### config.mk
export PLATFORM = sky130hd
export DESIGN_NAME = tweak_prog_loader
export DESIGN_NICKNAME = d
export VERILOG_FILES = /design/src/rtl/tweak_prog_loader.sv
export SDC_FILE = /design/constraint.sdc
export NUM_CORES = 1
export LEC_CHECK = 0
export ABC_AREA = 1
export CAP_MARGIN = 15
export CORE_MARGIN = 4
export CORE_UTILIZATION = 45
export DETAILED_ROUTE_END_ITERATION = 6
export PLACE_DENSITY = 0.73
export SYNTH_ARGS = -nofsm -noshare
export SYNTH_HDL_FRONTEND = slang
export SYNTH_SLANG_ARGS = --single-unit
### constraint.sdc
create_clock -name CLK -period 2.3 [get_ports CLK]
set_input_delay 0.345 -clock CLK [delete_from_list [all_inputs] [get_ports CLK]]
set_output_delay 0.345 -clock CLK [all_outputs]
set_load 0.02 [all_outputs]
### src/rtl/tweak_prog_loader.sv
// Framed byte-stream loader for the 16-entry instruction store; holds the CPU
// in reset until a frame verifies. Optional opcode screen: TWEAK_LOADER_FMTCHK_EN.
// Ports: CLK, NRES (async low); start; byte_valid/byte_data/byte_ready;
// wr_ena/wr_addr/wr_data; cpu_hold, done, err, word_count.
module tweak_prog_loader #(
  parameter int NUMWORDS = 16,
  parameter int WORDSIZE = 32,
  parameter int ADDRBITS = 4
) (
  input  logic                CLK,
  input  logic                NRES,
  input  logic                start,
  input  logic                byte_valid,
  input  logic [7:0]          byte_data,
  output logic                byte_ready,
  output logic                wr_ena,
  output logic [ADDRBITS-1:0] wr_addr,
  output logic [WORDSIZE-1:0] wr_data,
  output logic                cpu_hold,
  output logic                done,
  output logic                err,
  output logic [ADDRBITS:0]   word_count
);

  typedef enum logic [2:0] {
    IDLE, HDR, DATA, CSUM, DONE, ERR
  } state_t;

  localparam logic [ADDRBITS:0] ONE = 1;
  localparam logic [7:0] MAXN = 8'(NUMWORDS);

  state_t state_q, state_d;

  logic [1:0]          bcnt;
  logic [23:0]         asm_q;
  logic [7:0]          csum;
  logic [ADDRBITS:0]   n_q;
  logic                xfer;
  logic                busy;
  logic                hdr_bad;
  logic                last_word;
  logic                fmt_ok;

  assign busy       = (state_q == HDR) | (state_q == DATA)
                    | (state_q == CSUM);
  assign byte_ready = busy & ~start;
  assign xfer       = byte_valid & byte_ready;
  assign hdr_bad    = (byte_data == 8'd0) | (byte_data > MAXN);
  assign last_word  = (word_count + ONE) == n_q;

  // byte 0 of the word sits in asm_q[23:16] when byte 3 arrives
`ifdef TWEAK_LOADER_FMTCHK_EN
  assign fmt_ok = (asm_q[23:21] == 3'b000);
`else
  assign fmt_ok = 1'b1;
`endif

  assign cpu_hold = (state_q != DONE);
  assign done     = (state_q == DONE);
  assign err      = (state_q == ERR);
  assign wr_addr  = word_count[ADDRBITS-1:0];

  always_ff @(posedge CLK or negedge NRES) begin
    if (!NRES) state_q <= IDLE;
    else       state_q <= state_d;
  end

  always_comb begin
    state_d = state_q;
    if (start) begin
      state_d = HDR;
    end else if (xfer) begin
      unique case (1'b1)
        (state_q == HDR):
          state_d = hdr_bad ? ERR : DATA;
        (state_q == DATA):
          if (bcnt == 2'd3) begin
            if (!fmt_ok)        state_d = ERR;
            else if (last_word) state_d = CSUM;
          end
        (state_q == CSUM):
          state_d = (byte_data == csum) ? DONE : ERR;
        default: state_d = state_q;
      endcase
    end
  end

  always_ff @(posedge CLK or negedge NRES) begin
    if (!NRES) begin
      bcnt       <= '0;
      asm_q      <= '0;
      csum       <= '0;
      n_q        <= '0;
      wr_ena     <= 1'b0;
      wr_data    <= '0;
      word_count <= '0;
    end else begin
      wr_ena <= 1'b0;
      // count advances at the end of the write cycle
      if (wr_ena) word_count <= word_count + ONE;
      if (start) begin
        bcnt       <= '0;
        csum       <= '0;
        word_count <= '0;
      end else if (xfer) begin
        unique case (1'b1)
          (state_q == HDR): begin
            n_q  <= byte_data[ADDRBITS:0];
            csum <= byte_data;
          end
          (state_q == DATA): begin
            csum  <= csum ^ byte_data;
            bcnt  <= bcnt + 2'd1;
            asm_q <= {asm_q[15:0], byte_data};
            if (bcnt == 2'd3) begin
              wr_data <= {asm_q, byte_data};
              wr_ena  <= fmt_ok;
            end
          end
          default: ;
        endcase
      end
    end
  end

endmodule

==> impl_results.md <==
- Status: finished, final reports clean
- RSZ-0062 raised after global routing: false
- Routed Antenna Nets: 0
- Startpoint types: flop
- Total number of vias: 2763
- FF-to-FF path depth: 10
- Die height: 97.7 um
- Layout cells sized above 1: 13.2%
- Die width: 97.7 um
- Mean area per synthesized cell: 9.25 um^2
- Worst endpoint required time: 1.96 ns
- Simple-gate area share of the yosys netlist: 18.7%
- Design area: 4470 um^2
- Clock buffer depth: 2
- Starting density of the core: 46.6%
- DRC: 0
- Fillers: 705
- Crit path largest cell delay: 0.63 ns
- Remaining Overflow, GRT: 0
- Final core area utilization: 57.5%
- Fin Setup TNS: 0 ns
- FF-to-FF Start: word_count[1]
- WS Path Type: reg2out
- CP max-delay cell: clkdlybuf4s50_1
- Mux cell area share after synthesis: 2.49%
- Area grow syn2layout: 23.6%
- Critical Path Start: state_q[2]
- Peak VDD IR: 257 uV
- NumNets Final: 463
- Register area share after synthesis: 55.3%
- Clock Tree Root: clkbuf_8
- Worst setup endpoint: byte_ready
- Ys async rst share: 100%
- Crit-path max FO: 3
- Tot GR Track Use: 16.2%
- Hold Path Class: in2async
- Detailed Place HPWL: 5170 um
- Synth cell types: 30
- Cell chain of the critical path: inv_1, o21ai_1, nor2_2, clkdlybuf4s50_1
- Total Routed Length: 7340 um
- First-pass GRT wire length: 12500 um
- Post-Synth XOR/XNOR Area: 1.69%
- IO Port Bufs: 57
- Clock sinks: 80
- Die area: 9540 um^2
- Least-Margin Pin Slew: 0.516 ns
- Layout Skew: 0.00811 ns
- DR WL/cell: 13.2 um
- Pre-antenna DRT Iters: 4
- Vias per cell: 4.97
- Clk_lat worst skew: 0.35 ns
- Num CTS Buffers: 9
- Vias in the first global route: 2665
- Combinational family with the most area after synthesis: simple AND/OR/NAND/NOR gates
- Initial antenna violation count: 0
- Yosys Warn Count: 0
- Fin. Hold Viols: 0
- Synth Area in Adders: 0.692%
- CTS tree: built
- Largest net degree at the start of global routing: 52
- Main synth FF type: dfrtp_1
- H-tree depth: 3
- Power per cell area: 653 nW/um^2
- Top Ports: 58
- Diode count: 0
- Synth Instances: 391
- Crit path time final: 2.08 ns
- Compound-Gate Fraction of Synth Area: 12.5%
- Std-Cell Rows: 32
- Core area: 7770 um^2
- Max Cap Viol: 0
- Terminus of the critical flop-to-flop path: state_q[2]
- Clk pin slew, worst setup/hold paths: 0.09 ns
- RePlAce Congestion: 0.802
- Max Freq: 481 MHz
- Slew margin rel.: 65.6%
- Cell area after synthesis: 3620 um^2
- Register bit count reported by yosys: 80
- Post-synth EDFFs: 0
- Syn Nets: 405
- Drt initial violations: 125
- Worst reg-to-reg setup slack: 0.35 ns
- Setup violators final: 0
- Multi-input logic area: 1310 um^2
- Critical Path End Type: output pin
- Area after DPL: 4270 um^2
- Tcrit/Tclk final: 90.4%
- Leak: 2.01 nW
- Register area: 2000 um^2
- Worst EP arrival: 1.73 ns
- Max Slew Vio Count: 0
per-layer routing:
metal | part of all wire, % | wire (um) | up-vias | GRT usage (%)
li1 | - | - | 1380 | -
met4 | 1.7 | 126 | 0 | 6.39
met5 | 0 | 0 | - | 0
met3 | 3.7 | 275 | 11 | 3.37
met1 | 47 | 3440 | 1319 | 21.7
met2 | 48 | 3500 | 53 | 25.7
sequential cells by signal (all words and copies together), names as in the netlist:
register	cells
wr_data	32
asm_q	24
csum	8
n_q	5
word_count	5
state_q	3
bcnt	2
wr_ena	1
cell type report:
| class | instances | area share (%) |
|---|---|---|
| Sequential cell | 80 | 44.8 |
| Multi-Input combinational cell | 247 | 29.2 |
| Timing Repair Buffer | 65 | 14.9 |
| Inverter | 46 | 3.98 |
| Clock buffer | 10 | 3.08 |
| Tap cell | 102 | 2.86 |
| Clock inverter | 6 | 1.15 |
layout by cell type (no fill, tap or decap), types with 3 or more instances in the layout:
| master | count |
|---|---|
| mux2_2 | 8 |
| nand2_1 | 80 |
| nand4_1 | 5 |
| nand3_1 | 17 |
| o21ai_2 | 7 |
| a21oi_1 | 21 |
| buf_4 | 5 |
| o21ai_0 | 34 |
| o21ai_1 | 4 |
| o211ai_1 | 5 |
| nand2_2 | 6 |
| buf_12 | 3 |
| clkinvlp_4 | 3 |
| clkdlybuf4s50_1 | 56 |
| a21oi_2 | 5 |
| dfrtp_1 | 80 |
| inv_1 | 43 |
| xnor2_1 | 5 |
| nor2_1 | 32 |
| nor3_1 | 3 |
| clkbuf_8 | 10 |
metrics by stage:
| step | total power, mW | instances | hold WS [ns] | worst slack (ns) |
|---|---|---|---|---|
| 2_1_floorplan | 1.79 | 391 | 0.0494 | 0.509 |
| 3_3_place_gp | 1.95 | 539 | 0.343 | 0.320 |
| 4_1_cts | 2.95 | 556 | 0.495 | 0.208 |
| 6_report | 2.92 | 556 | 0.488 | 0.222 |
| 5_1_grt | 3.07 | 556 | 0.517 | 0.107 |
| 3_5_place_dp | 1.96 | 539 | 0.342 | 0.309 |
cell families (layout without fill, tap and decap cells):
group | after synthesis | count (layout)
buffers and inverters | 64 | 127
muxes | 8 | 8
AOI/OAI and AO/OA | 78 | 78
and+or+nand+nor | 152 | 152
adders and majority gates | 2 | 2
xor gates and xnor gates | 7 | 7
DFF | 80 | 80
repair_timing:
| action | in CTS | in global routing |
|---|---|---|
| hold buffers | 1 | 0 |
| gates resized for setup | 0 | 0 |
| hold endpoints to repair | 36 | 0 |
| setup buffers | 0 | 0 |
| setup endpoints to repair | 0 | 0 |
worst max-delay path: cells and delay by family (launching register included):
| kind | cells | cell delay [ns] |
|---|---|---|
| simple gates | 1 | 0.15 |
| buf+inv | 2 | 0.73 |
| compound gates | 1 | 0.09 |
| flops | 1 | 0.42 |
cell usage after synthesis (3+ instances only):
library cell	count	share of area, %
dfrtp_1	80	55
nand2_1	80	8.3
inv_1	43	4.5
o21ai_0	34	4.7
nor2_1	32	3.3
a21oi_1	21	2.9
nand3_1	17	2.4
mux2_2	8	2.5
buf_4	7	1.5
o21ai_2	7	1.7
nand2_2	6	1.0
a21oi_2	5	1.2
buf_6	5	1.6
clkbuf_1	5	0.52
nand4_1	5	0.86
o211ai_1	5	1.0
xnor2_1	5	1.2
o21ai_1	4	0.55
nor3_1	3	0.41
worst min-delay path by stage:
stage	start	to	slack, ns
finish	NRES	word_count[1]	0.49
CTS	asm_q[22]	asm_q[22]	0.50
detailed placement	NRES	state_q[2]	0.34
global placement	NRES	state_q[0]	0.34
global route	asm_q[8]	asm_q[8]	0.52
floorplan	NRES	asm_q[0]	0.05
where the power goes:
| group | internal, mW | switching [mW] | total, mW |
|---|---|---|---|
| clock | 0.436 | 0.552 | 0.989 |
| combinational | 0.168 | 0.223 | 0.391 |
| sequential | 1.48 | 0.0560 | 1.54 |
| total | 2.09 | 0.832 | 2.92 |
No activity file was read; power rests on OpenSTA's default activity.
